==> config.mk <==
export PLATFORM = sky130hd
export DESIGN_NAME = oh_clkgate_ctrl
export DESIGN_NICKNAME = d
export VERILOG_FILES = /design/src/rtl/oh_clkgate_ctrl.sv
export SDC_FILE = /design/constraint.sdc
export NUM_CORES = 1
export LEC_CHECK = 0
export ABC_CLOCK_PERIOD_IN_PS = 3150
export BUFFER_PORTS_ARGS = -buffer_cell sky130_fd_sc_hd__buf_4
export CAP_MARGIN = 20
export CORE_MARGIN = 5
export CORE_UTILIZATION = 40
export DETAILED_ROUTE_END_ITERATION = 12
export SETUP_SLACK_MARGIN = 0.05
export SLEW_MARGIN = 25
export SYNTH_ARGS = -nofsm -noshare
export SYNTH_HDL_FRONTEND = slang
export SYNTH_SLANG_ARGS = --single-unit
==> constraint.sdc <==
create_clock -name clk -period 3.15 [get_ports clk]
set_input_delay 0.7875 -clock clk [delete_from_list [all_inputs] [get_ports clk]]
set_output_delay 0.7875 -clock clk [all_outputs]
set_load 0.005 [all_outputs]
==> src/rtl/oh_clkgate_ctrl.sv <==
// Idle-detect clock-gate controller.
// Produces clk_en for a latch-based clock-gating cell: it gates the downstream
// clock after idle_count consecutive idle samples and restores it on busy or
// on a four-phase wake_req/wake_ack handshake, holding a fixed settle window
// of WAKE_CYCLES cycles before the domain is considered running again.
// Runs on the free-running clk; every output is a flop, so clk_en only moves
// on the rising edge and is stable while the gating latch is transparent.
//
// Ports:
//   clk         free-running clock (never the gated clock)
//   reset       synchronous active-high reset
//   idle_count  consecutive idle samples before gating; 0 disables gating
//   busy        activity from the gated domain; blocks gating, triggers wake
//   wake_req    four-phase wake request from another agent
//   wake_ack    acknowledge: domain running and wake_req seen
//   clk_en      enable to the gating cell; 1 lets the clock through
//   gated       1 while the clock is gated
module oh_clkgate_ctrl #(
  parameter int unsigned N           = 8,
  parameter int unsigned WAKE_CYCLES = 2
) (
  input  logic         clk,
  input  logic         reset,
  input  logic [N-1:0] idle_count,
  input  logic         busy,
  input  logic         wake_req,
  output logic         wake_ack,
  output logic         clk_en,
  output logic         gated
);

  localparam int unsigned WW = 8;
  localparam logic [N-1:0]  IDLE_MAX  = '1;
  localparam logic [WW-1:0] WAKE_LAST = WW'(WAKE_CYCLES - 1);

  typedef enum logic [1:0] {
    ST_RUN  = 2'd0,
    ST_OFF  = 2'd1,
    ST_WAKE = 2'd2
  } state_t;

  state_t          state_q, state_d;
  logic [N-1:0]    idle_cnt_q, idle_cnt_d;
  logic [WW-1:0]   wake_cnt_q, wake_cnt_d;
  logic            idle_c;

  // Next-state and counter logic.
  always_comb begin
    state_d    = state_q;
    idle_cnt_d = idle_cnt_q;
    wake_cnt_d = wake_cnt_q;
    idle_c     = !busy && !wake_req;

    unique case (state_q)
      ST_RUN: begin
        if (!idle_c) begin
          idle_cnt_d = '0;
        end else if ((idle_count != '0) && (idle_cnt_q >= (idle_count - N'(1)))) begin
          // This idle sample completes the run; live threshold is used.
          state_d    = ST_OFF;
          idle_cnt_d = '0;
        end else if (idle_cnt_q != IDLE_MAX) begin
          idle_cnt_d = idle_cnt_q + N'(1);
        end
      end
      ST_OFF: begin
        idle_cnt_d = '0;
        if (!idle_c) begin
          state_d    = ST_WAKE;
          wake_cnt_d = '0;
        end
      end
      ST_WAKE: begin
        // Settle window: inputs ignored, cannot fall back to OFF.
        if (wake_cnt_q == WAKE_LAST) begin
          state_d    = ST_RUN;
          idle_cnt_d = '0;
          wake_cnt_d = '0;
        end else begin
          wake_cnt_d = wake_cnt_q + WW'(1);
        end
      end
      default: begin
        state_d    = ST_RUN;
        idle_cnt_d = '0;
        wake_cnt_d = '0;
      end
    endcase
  end

  // State, counters and registered outputs.
  always_ff @(posedge clk) begin
    if (reset) begin
      state_q    <= ST_RUN;
      idle_cnt_q <= '0;
      wake_cnt_q <= '0;
      clk_en     <= 1'b1;
      gated      <= 1'b0;
      wake_ack   <= 1'b0;
    end else begin
      state_q    <= state_d;
      idle_cnt_q <= idle_cnt_d;
      wake_cnt_q <= wake_cnt_d;
      clk_en     <= (state_d != ST_OFF);
      gated      <= (state_d == ST_OFF);
      // Ack only once the domain has been running for a full cycle, so a
      // request arriving in OFF is answered 1+WAKE_CYCLES cycles later.
      wake_ack   <= wake_req && (state_q == ST_RUN);
    end
  end

endmodule

==> results.yml <==
run_status:
  status: "finished clean"
final_layout:
  fin_nets: 203
  layout-drive-gt1-share_pct: 19.7
  areaGrowthSynthToFinish_pct: 16.6
  n_antenna_cell: 0
synth:
  synth_commonest_cells: "dfxtp_1 (21), nor2_1 (17), ha_1 (12)"
  yosys.area.top_type: "dfxtp_1"
  synth_nets: 181
  synthFlopType: "dfxtp_1"
  ys_ff_latch: 21
  synth_edf_count: 0
  yosysMostFrequentCell: "dfxtp_1"
  ys_types: 43
  postSynthAreaPerCell_sq_um: 8.69
  synth.area.top_cells: "dfxtp_1 (31%), ha_1 (11%), nor2_1 (4.7%), nand4_1 (4.1%), xnor2_1 (3.8%)"
  netlist_area_sq_um: 1370
  syn_inst: 157
  seq_area_frac_synth_pct: 30.8
  yosys_warnings: 0
  synth_top_area_share_pct: 30.8
  async_flop_share_pct: 0
route:
  avgRoutedWirePerCell_microns: 13.2
  drt-initial-drc-count: 69
  post-route-drc-count: 0
  viasPerCell: 5.42
  final_antenna_net_count: 0
  routed_wl_microns: 2950
  first_pass_iters: 4
  via_count: 1214
critical_path:
  worstPathArrival_ns: 3.11
  critPathMaxFanout: 9
  crit_chain: "buf_4 > inv_1 > ha_1 > or3b_2 > nor3_1 > xnor2_1 > ha_1 > nand2_1 > o21ai_0 > a21oi_4 > buf_4 > a41oi_1 > o22ai_1"
  r2r_start: "wake_cnt_q[0]"
  required_ns: 3.36
  crit_slowest_cell: "or3b_2"
  reg2reg_depth: 6
  slowest_delay_ns: 0.46
  r2r_slack_ns: 1.00
  crit_path_end_kind: "register"
  reg2reg_to: "idle_cnt_q[0]"
  path_class: "primary input to register"
  critPathLaunchType: "primary input"
timing:
  timing.slew.headroom_pct: 43.4
  setup_viol: 0
  period_needed_ns: 2.90
  fin_crit_sh_pct: 92.2
  fin_worst_skew_ns: 0.00231
  setup_ws_ns: 0.245
  hold-worst-slack_ns: 0.520
  fmax_mhz: 344
  rsz0062_at_grt: "no"
  tightest_slew_ns: 0.842
  timing.final.max_slew_violations: 0
  hold_viol: 0
worst_hold_path:
  min_from: "state_q[1]"
  hold_end: "wake_ack"
  hold_path.class: "register to register"
  min_path_cells: 1
floorplanning:
  row_count: 21
  die_w_microns: 68.4
  start_util_pct: 41.2
  die_h_microns: 68.4
  io_pins: 15
  dieArea_sq_um: 4680
  core_sq_um: 3310
grt:
  antenna_found_initial: 0
  first_global_vias: 1154
  grt_max_degree: 13
  grt_usage_pct: 13.8
  grt_pass1_wl_microns: 5020
  grt_overflow_total: 0
pwr:
  ir_drop_uv: 137
  p_per_area_nw_per_um2: 288
  leakagePower_nw: 0.603
  power_mw: 0.458
cts:
  clockRootBuffer: "clkbuf_4"
  clk_pin_slew_ns: 0.12
  cts_buffers: 3
  cts_hold_buf: 0
  cts_resized: 0
  cts_htree_levels: 1
  postCtsSetupBuffers: 0
  cts_tree: "built"
  cts.sinks: 21
  clockBufferDepth: 2
  worstSkewPairLatency_ns: 0.31
placement:
  pre_cts_ws_ns: -0.115
  gp_congestion: 0.860
  port_buffers: 14
  hpwl_microns: 2330
run:
  maxCapViolCount: 0
cells by family (layout without fill, tap and decap cells):
logic type,after synthesis,count (layout),synth area share (%)
flip-flops,21,21,30.8
adder cells (fa/ha/maj),12,12,11.0
AND/OR/NAND/NOR,63,63,25.9
AO/OA/AOI/OAI,34,34,20.1
buffers and inverters,15,36,4.49
XOR/XNOR,12,12,7.70
layout by cell type, fill, tap and decap left out, types with 2 or more instances in the layout:
| cell type | instances |
|---|---|
| ha_1 | 12 |
| nor4_1 | 3 |
| nor3_1 | 6 |
| inv_1 | 10 |
| nand2b_1 | 4 |
| xor2_1 | 6 |
| dfxtp_1 | 21 |
| or3_1 | 2 |
| a21boi_0 | 2 |
| a21oi_1 | 7 |
| clkbuf_4 | 3 |
| xnor2_1 | 6 |
| a211oi_1 | 2 |
| nand4_1 | 9 |
| o2111ai_1 | 2 |
| nand3_1 | 4 |
| nor2_1 | 17 |
| buf_4 | 22 |
| a31oi_1 | 3 |
| nand2_1 | 5 |
| o21ai_0 | 6 |
| a41oi_1 | 4 |
| and3_1 | 2 |
flip-flops by register name, summed over array words and instances (netlist names):
name and cells:
clk_en 1, gated 1, idle_cnt_q 8, state_q 2, wake_ack 1, wake_cnt_q 8
layer usage:
metal	global-route usage, %	wire, microns	up-vias	part of all wire [%]
met1	18.7	1430	560	49
met4	3.97	21	0	0.71
met3	1.97	121	6	4.1
met5	0	0	-	0
met2	22.6	1370	25	47
li1	-	-	623	-
critical path: cells and delay by family:
kind            cells  cell delay [ns]
compound gates      4             0.74
xor+xnor            1             0.09
fa+ha+maj           2             0.45
buf+inv             3             0.33
simple gates        3             0.69
layout make-up:
type | count | area, sq um
clock buffers | 3 | 22.5
clock inverters | 1 | 5.00
fillers | 354 | 1720
inverters | 10 | 37.5
multi-input cells | 121 | 883
flip-flops and latches | 21 | 420
well taps | 46 | 57.6
repair buffers | 22 | 165
report_power, final:
part	switching, mW	internal (mW)
combinational	0.0264	0.0286
clock	0.0869	0.0474
sequential	0.00123	0.267
how the worst max path moves through the flow:
| stage | slack [ns] | start | cells after the start | endpoint |
|---|---|---|---|---|
| floorplan | 0.09 | idle_count[0] | 12 | idle_cnt_q[5] |
| global placement | -0.06 | idle_count[0] | 13 | clk_en |
| detailed placement | -0.11 | idle_count[0] | 13 | idle_cnt_q[5] |
| CTS | 0.24 | idle_count[0] | 13 | idle_cnt_q[5] |
| global route | 0.09 | idle_count[0] | 13 | idle_cnt_q[5] |
| finish | 0.25 | idle_count[0] | 13 | idle_cnt_q[5] |
per-stage QoR:
step | utilization [%] | TNS, ns | cell area (sq um) | cells
3_5_place_dp | 47.2 | -0.395 | 1560 | 220
6_report | 48.1 | 0 | 1590 | 224
4_1_cts | 48.1 | 0 | 1590 | 224
3_3_place_gp | 47.2 | -0.120 | 1560 | 220
2_1_floorplan | - | 0 | 1370 | 157
5_1_grt | 48.1 | 0 | 1590 | 224
Note: power is estimated with default switching activity, not from simulation.
